--- src/rtl/change_dispense_sequencer.sv ---
// Coin-return hopper sequencer: dispenses a nickel-unit amount, preferring dimes,
// one confirmed coin at a time. Optional hopper watchdog via `define HOPPER_TIMEOUT_EN.
module change_dispense_sequencer #(
    parameter int AMT_W       = 4,
    parameter int CNT_W       = 8,
    parameter int HOP_TIMEOUT = 16
) (
    input  logic             clk,
    input  logic             rst,
    input  logic             req_valid,
    input  logic [AMT_W-1:0] req_amount,
    output logic             req_ready,
    input  logic             load_en,
    input  logic [CNT_W-1:0] load_dimes,
    input  logic [CNT_W-1:0] load_nickels,
    output logic             hop10_fire,
    output logic             hop5_fire,
    input  logic             hop_done,
    input  logic             clear_fault,
    output logic             busy,
    output logic             done,
    output logic             short_fault,
    output logic [AMT_W-1:0] owed,
    output logic [CNT_W-1:0] dime_cnt,
    output logic [CNT_W-1:0] nickel_cnt
);

    if (HOP_TIMEOUT < 2) begin : g_bad_timeout
        $error("HOP_TIMEOUT must be at least 2");
    end

    typedef enum logic [2:0] {
        S_IDLE,
        S_SELECT,
        S_FIRE,
        S_WAIT,
        S_DONE,
        S_FAULT
    } state_t;

    state_t           state;
    state_t           state_nxt;
    logic [AMT_W-1:0] remaining;
    logic             coin_dime;
    logic             pick_dime;
    logic             can_fire;
    logic             timeout;

    // Dimes only while at least two nickels' worth is still owed.
    assign pick_dime = (remaining >= AMT_W'(2)) && (dime_cnt != '0);
    assign can_fire  = pick_dime || (nickel_cnt != '0);

`ifdef HOPPER_TIMEOUT_EN
    localparam int TMR_W = (HOP_TIMEOUT > 2) ? $clog2(HOP_TIMEOUT) : 1;

    logic [TMR_W-1:0] timer;

    // The cycle whose count reaches HOP_TIMEOUT-1 faults; a same-cycle hop_done wins.
    assign timeout = (state == S_WAIT) && !hop_done && (timer == TMR_W'(HOP_TIMEOUT - 2));

    always_ff @(posedge clk or posedge rst) begin
        if (rst) begin
            timer <= '0;
        end else if (state == S_FIRE) begin
            timer <= '0;
        end else if (state == S_WAIT) begin
            timer <= timer + TMR_W'(1);
        end
    end
`else
    assign timeout = 1'b0;
`endif

    always_ff @(posedge clk or posedge rst) begin
        if (rst) begin
            state <= S_IDLE;
        end else begin
            state <= state_nxt;
        end
    end

    always_comb begin
        state_nxt   = state;
        req_ready   = 1'b0;
        busy        = 1'b1;
        hop10_fire  = 1'b0;
        hop5_fire   = 1'b0;
        done        = 1'b0;
        short_fault = 1'b0;
        owed        = '0;
        unique case (state)
            S_IDLE: begin
                req_ready = 1'b1;
                busy      = 1'b0;
                if (req_valid) begin
                    state_nxt = S_SELECT;
                end
            end
            S_SELECT: begin
                if (remaining == '0) begin
                    state_nxt = S_DONE;
                end else if (can_fire) begin
                    state_nxt = S_FIRE;
                end else begin
                    state_nxt = S_FAULT;
                end
            end
            S_FIRE: begin
                hop10_fire = coin_dime;
                hop5_fire  = !coin_dime;
                state_nxt  = S_WAIT;
            end
            S_WAIT: begin
                if (hop_done) begin
                    state_nxt = S_SELECT;
                end else if (timeout) begin
                    state_nxt = S_FAULT;
                end
            end
            S_DONE: begin
                done      = 1'b1;
                state_nxt = S_IDLE;
            end
            S_FAULT: begin
                short_fault = 1'b1;
                owed        = remaining;
                if (clear_fault) begin
                    state_nxt = S_IDLE;
                end
            end
            default: begin
                state_nxt = S_IDLE;
            end
        endcase
    end

    // Amount and inventory bookkeeping, driven by the registered state.
    always_ff @(posedge clk or posedge rst) begin
        if (rst) begin
            remaining  <= '0;
            dime_cnt   <= '0;
            nickel_cnt <= '0;
            coin_dime  <= 1'b0;
        end else begin
            unique case (state)
                S_IDLE: begin
                    if (load_en) begin
                        dime_cnt   <= load_dimes;
                        nickel_cnt <= load_nickels;
                    end
                    if (req_valid) begin
                        remaining <= req_amount;
                    end
                end
                S_SELECT: begin
                    coin_dime <= pick_dime;
                end
                S_WAIT: begin
                    if (hop_done) begin
                        if (coin_dime) begin
                            remaining <= remaining - AMT_W'(2);
                            dime_cnt  <= dime_cnt - CNT_W'(1);
                        end else begin
                            remaining  <= remaining - AMT_W'(1);
                            nickel_cnt <= nickel_cnt - CNT_W'(1);
                        end
                    end
                end
                S_FAULT: begin
                    if (clear_fault) begin
                        remaining <= '0;
                    end
                end
                default: begin
                end
            endcase
        end
    end

endmodule

--- config.mk ---
export PLATFORM = sky130hd
export DESIGN_NAME = change_dispense_sequencer
export DESIGN_NICKNAME = d
export VERILOG_FILES = /design/src/rtl/change_dispense_sequencer.sv
export SDC_FILE = /design/constraint.sdc
export NUM_CORES = 1
export LEC_CHECK = 0
export BUFFER_PORTS_ARGS = -buffer_cell sky130_fd_sc_hd__buf_2
export CELL_PAD_IN_SITES_DETAIL_PLACEMENT = 1
export CELL_PAD_IN_SITES_GLOBAL_PLACEMENT = 2
export CORE_MARGIN = 3
export CORE_UTILIZATION = 31
export CTS_BUF_LIST = sky130_fd_sc_hd__clkbuf_16
export CTS_CLUSTER_DIAMETER = 150
export DETAILED_ROUTE_END_ITERATION = 10
export PLACE_DENSITY_LB_ADDON = 0.05
export SLEW_MARGIN = 5
export SYNTH_ARGS = -nofsm -noshare
export SYNTH_HDL_FRONTEND = slang
export SYNTH_SLANG_ARGS = --single-unit
export TNS_END_PERCENT = 10
--- constraint.sdc ---
create_clock -name clk -period 2.3 [get_ports clk]
set_clock_uncertainty 0.05 [all_clocks]
set_input_delay 0.23 -clock clk [delete_from_list [all_inputs] [get_ports clk]]
set_output_delay 0.23 -clock clk [all_outputs]
set_load 0.1 [all_outputs]
==> results.toml <==
[grt]
grt_usage = 0.161
gr-total-overflow = 0
grt_first_pass_wirelength_um = 8460
grt_pass1_vias = 1700
grt_max_degree = 20
antenna_found_initial = 0

[clock_network]
postCtsSetupRepairBufs = 0
clock_sinks = 24
cts_made_buffers = 3
clock-root-buffer = "clkbuf_16"
clk_latency_ns = 0.26
clockBufferDepth = 2
clkTransAtPathRegs_ns = 0.06
cts_tree = "yes"
htreeDepth = 1

[synth]
ys_seq_area_frac = 0.336
yosysTopAreaCellShare = 0.336
synth_common_cells = "24 x dfrtp_1, 12 x inv_1, 12 x nor2_1"
synth_cell_types = 64
syn_area_mm2 = 0.00179
ys_async_sr_fraction = 1.00
yosys.area.top_type = "dfrtp_1"
synth_seq_cells = 24
postSynthAreaPerCell_um2 = 9.50
yosys_most_used_dff = "dfrtp_1"
syn-num-nets = 223
synth_most_common_cell = "dfrtp_1"
synth_edf_count = 0
synthTopCellsByArea = "dfrtp_1 34%, ha_1 6.3%, a21oi_1 3.1%, buf_2 2.5%, inv_1 2.5%"
synth_warnings = 0
synth_cells = 188

[cells_and_area]
fin_nets = 273
syn2layout_area_growth_pct = 23.2
fill_cells = 673
antennaDiodeCount = 0
multiInputGateArea_mm2 = 0.00107
seqCellArea_um2 = 602
drive_gt1_frac = 0.354
final_area_mm2 = 0.00220

[floorplan]
start_util = 0.322
core_mm2 = 0.00554
die_h_um = 81.9
dieArea_mm2 = 0.00671
std_cell_rows = 27
io_pins = 52
chipWidth_um = 81.9

[timing]
setup_violations = 0
layout_setup_ws_ns = 0.195
period_minus_slack_ns = 2.11
slew_violations = 0
clock.fmax_mhz = 475
hold_viol = 0
relSlewSlack = 0.600
worst_pin_slew_ns = 0.600
rsz0062_at_grt = "false"
timing.final.crit_share = 0.915

[route]
num_vias = 1680
firstDrtPassIters = 4
drc_errors = 0
wl_per_cell_um = 16.9
wirelength_um = 5220
drtIter0Drc = 65
ant_nets = 0
routed_via_density = 5.44

[worst_setup_path]
crit_fanout = 19
cpMaxStageDelayCell = "dfrtp_1"
arrival_ns = 1.83
crit_chain = "and3b_1 -> and2_1 -> buf_2"
cp.required_ns = 2.02
slowest_delay_ns = 0.58
r2r_cells = 4
cp-start-kind = "flop"
crit_type = "flop to output port"
end_kind = "output port"

[placed_design]
dpl-instance-area_mm2 = 0.00211
hpwl_um = 4030
gp_congestion = 0.825
io_buffers = 51
pre_cts_slack_ns = 0.247

[min_path]
hold_class = "primary input to flop"
holdPathStages = 2

[run]
max_cap_viol_count = 0

[run_status]
status = "finished clean"
[flip-flops by register name (all words and copies together), names as in the netlist]
| signal | flops |
|---|---|
| dime_cnt | 8 |
| state | 3 |
| remaining | 4 |
| coin_dime | 1 |
| nickel_cnt | 8 |
[worst max-delay path, delay by kind of cell (launching register included)]
family | cells | cell delay (ns)
simple gates | 2 | 0.57
flops | 1 | 0.58
buf+inv | 1 | 0.42
[through the flow]
step                TNS, ns  hold WS (ns)   util  cells
finish                    0         0.121  0.397    309
global route              0         0.127  0.397    309
CTS                       0         0.119  0.397    309
detailed placement        0         0.199  0.381    304
global placement          0         0.184  0.381    304
floorplan             -3.12         0.195      -    188
[logic make-up (layout without fill, tap and decap cells)]
logic type      after synthesis  after routing  share of synthesized area
fa+ha+maj                     9              9                     0.0630
flops                        24             24                      0.336
xor+xnor                      1              1                    0.00490
simple gates                 66             66                      0.250
compound gates               58             58                      0.247
buf+inv                      26             75                     0.0756
mux                           4              4                     0.0231
[per-layer routing]
layer  global-route usage  up-vias  wire (um)
li1                     -      797          -
met3               0.0197        2        224
met2                0.284       45       2630
met4               0.0349        0         29
met5                    0        -          0
met1                0.208      836       2330
[cell type report]
class	instances	share of cell area
clock buffers	3	0.0341
flip-flops and latches	24	0.273
multi-input cells	138	0.485
repair buffers	59	0.144
well taps	72	0.0409
inverters	12	0.0205
clock inverters	1	0.00170
[repair_timing]
item	4_1_cts	5_1_grt
hold buffers	1	0
endpoints found under the setup margin	0	4
gates resized for setup	0	1
hold endpoints to repair	9	0
[worst paths after layout]
check,startpoint,end,slack (ns)
min in group asynchronous,rst,nickel_cnt[4],0.46
hold / removal,load_dimes[4],dime_cnt[4],0.12
setup / recovery,state[1],owed[1],0.19
setup reg to reg,state[1],nickel_cnt[6],0.29
max in group asynchronous,rst,state[0],1.15
hold reg to reg,dime_cnt[7],dime_cnt[7],0.48
[layout by cell type, fill, tap and decap left out, drive strengths merged, types with 3 or more instances in the layout]
cell,synthesis,layout
buf,13,58
nor4,3,3
dfrtp,24,24
and2,5,5
nand2b,4,4
mux2i,3,3
a22o,3,3
inv,12,12
nand3,3,3
nand2,11,11
a311oi,3,3
clkbuf,1,3
nor2,12,12
a221oi,3,3
nor3,5,5
a21oi,17,17
nor4b,3,3
nand3b,3,3
ha,9,9
o21ai,9,9
Power is not shown: default switching activity piles up to over one toggle a cycle in this logic, so the estimate is an artifact.
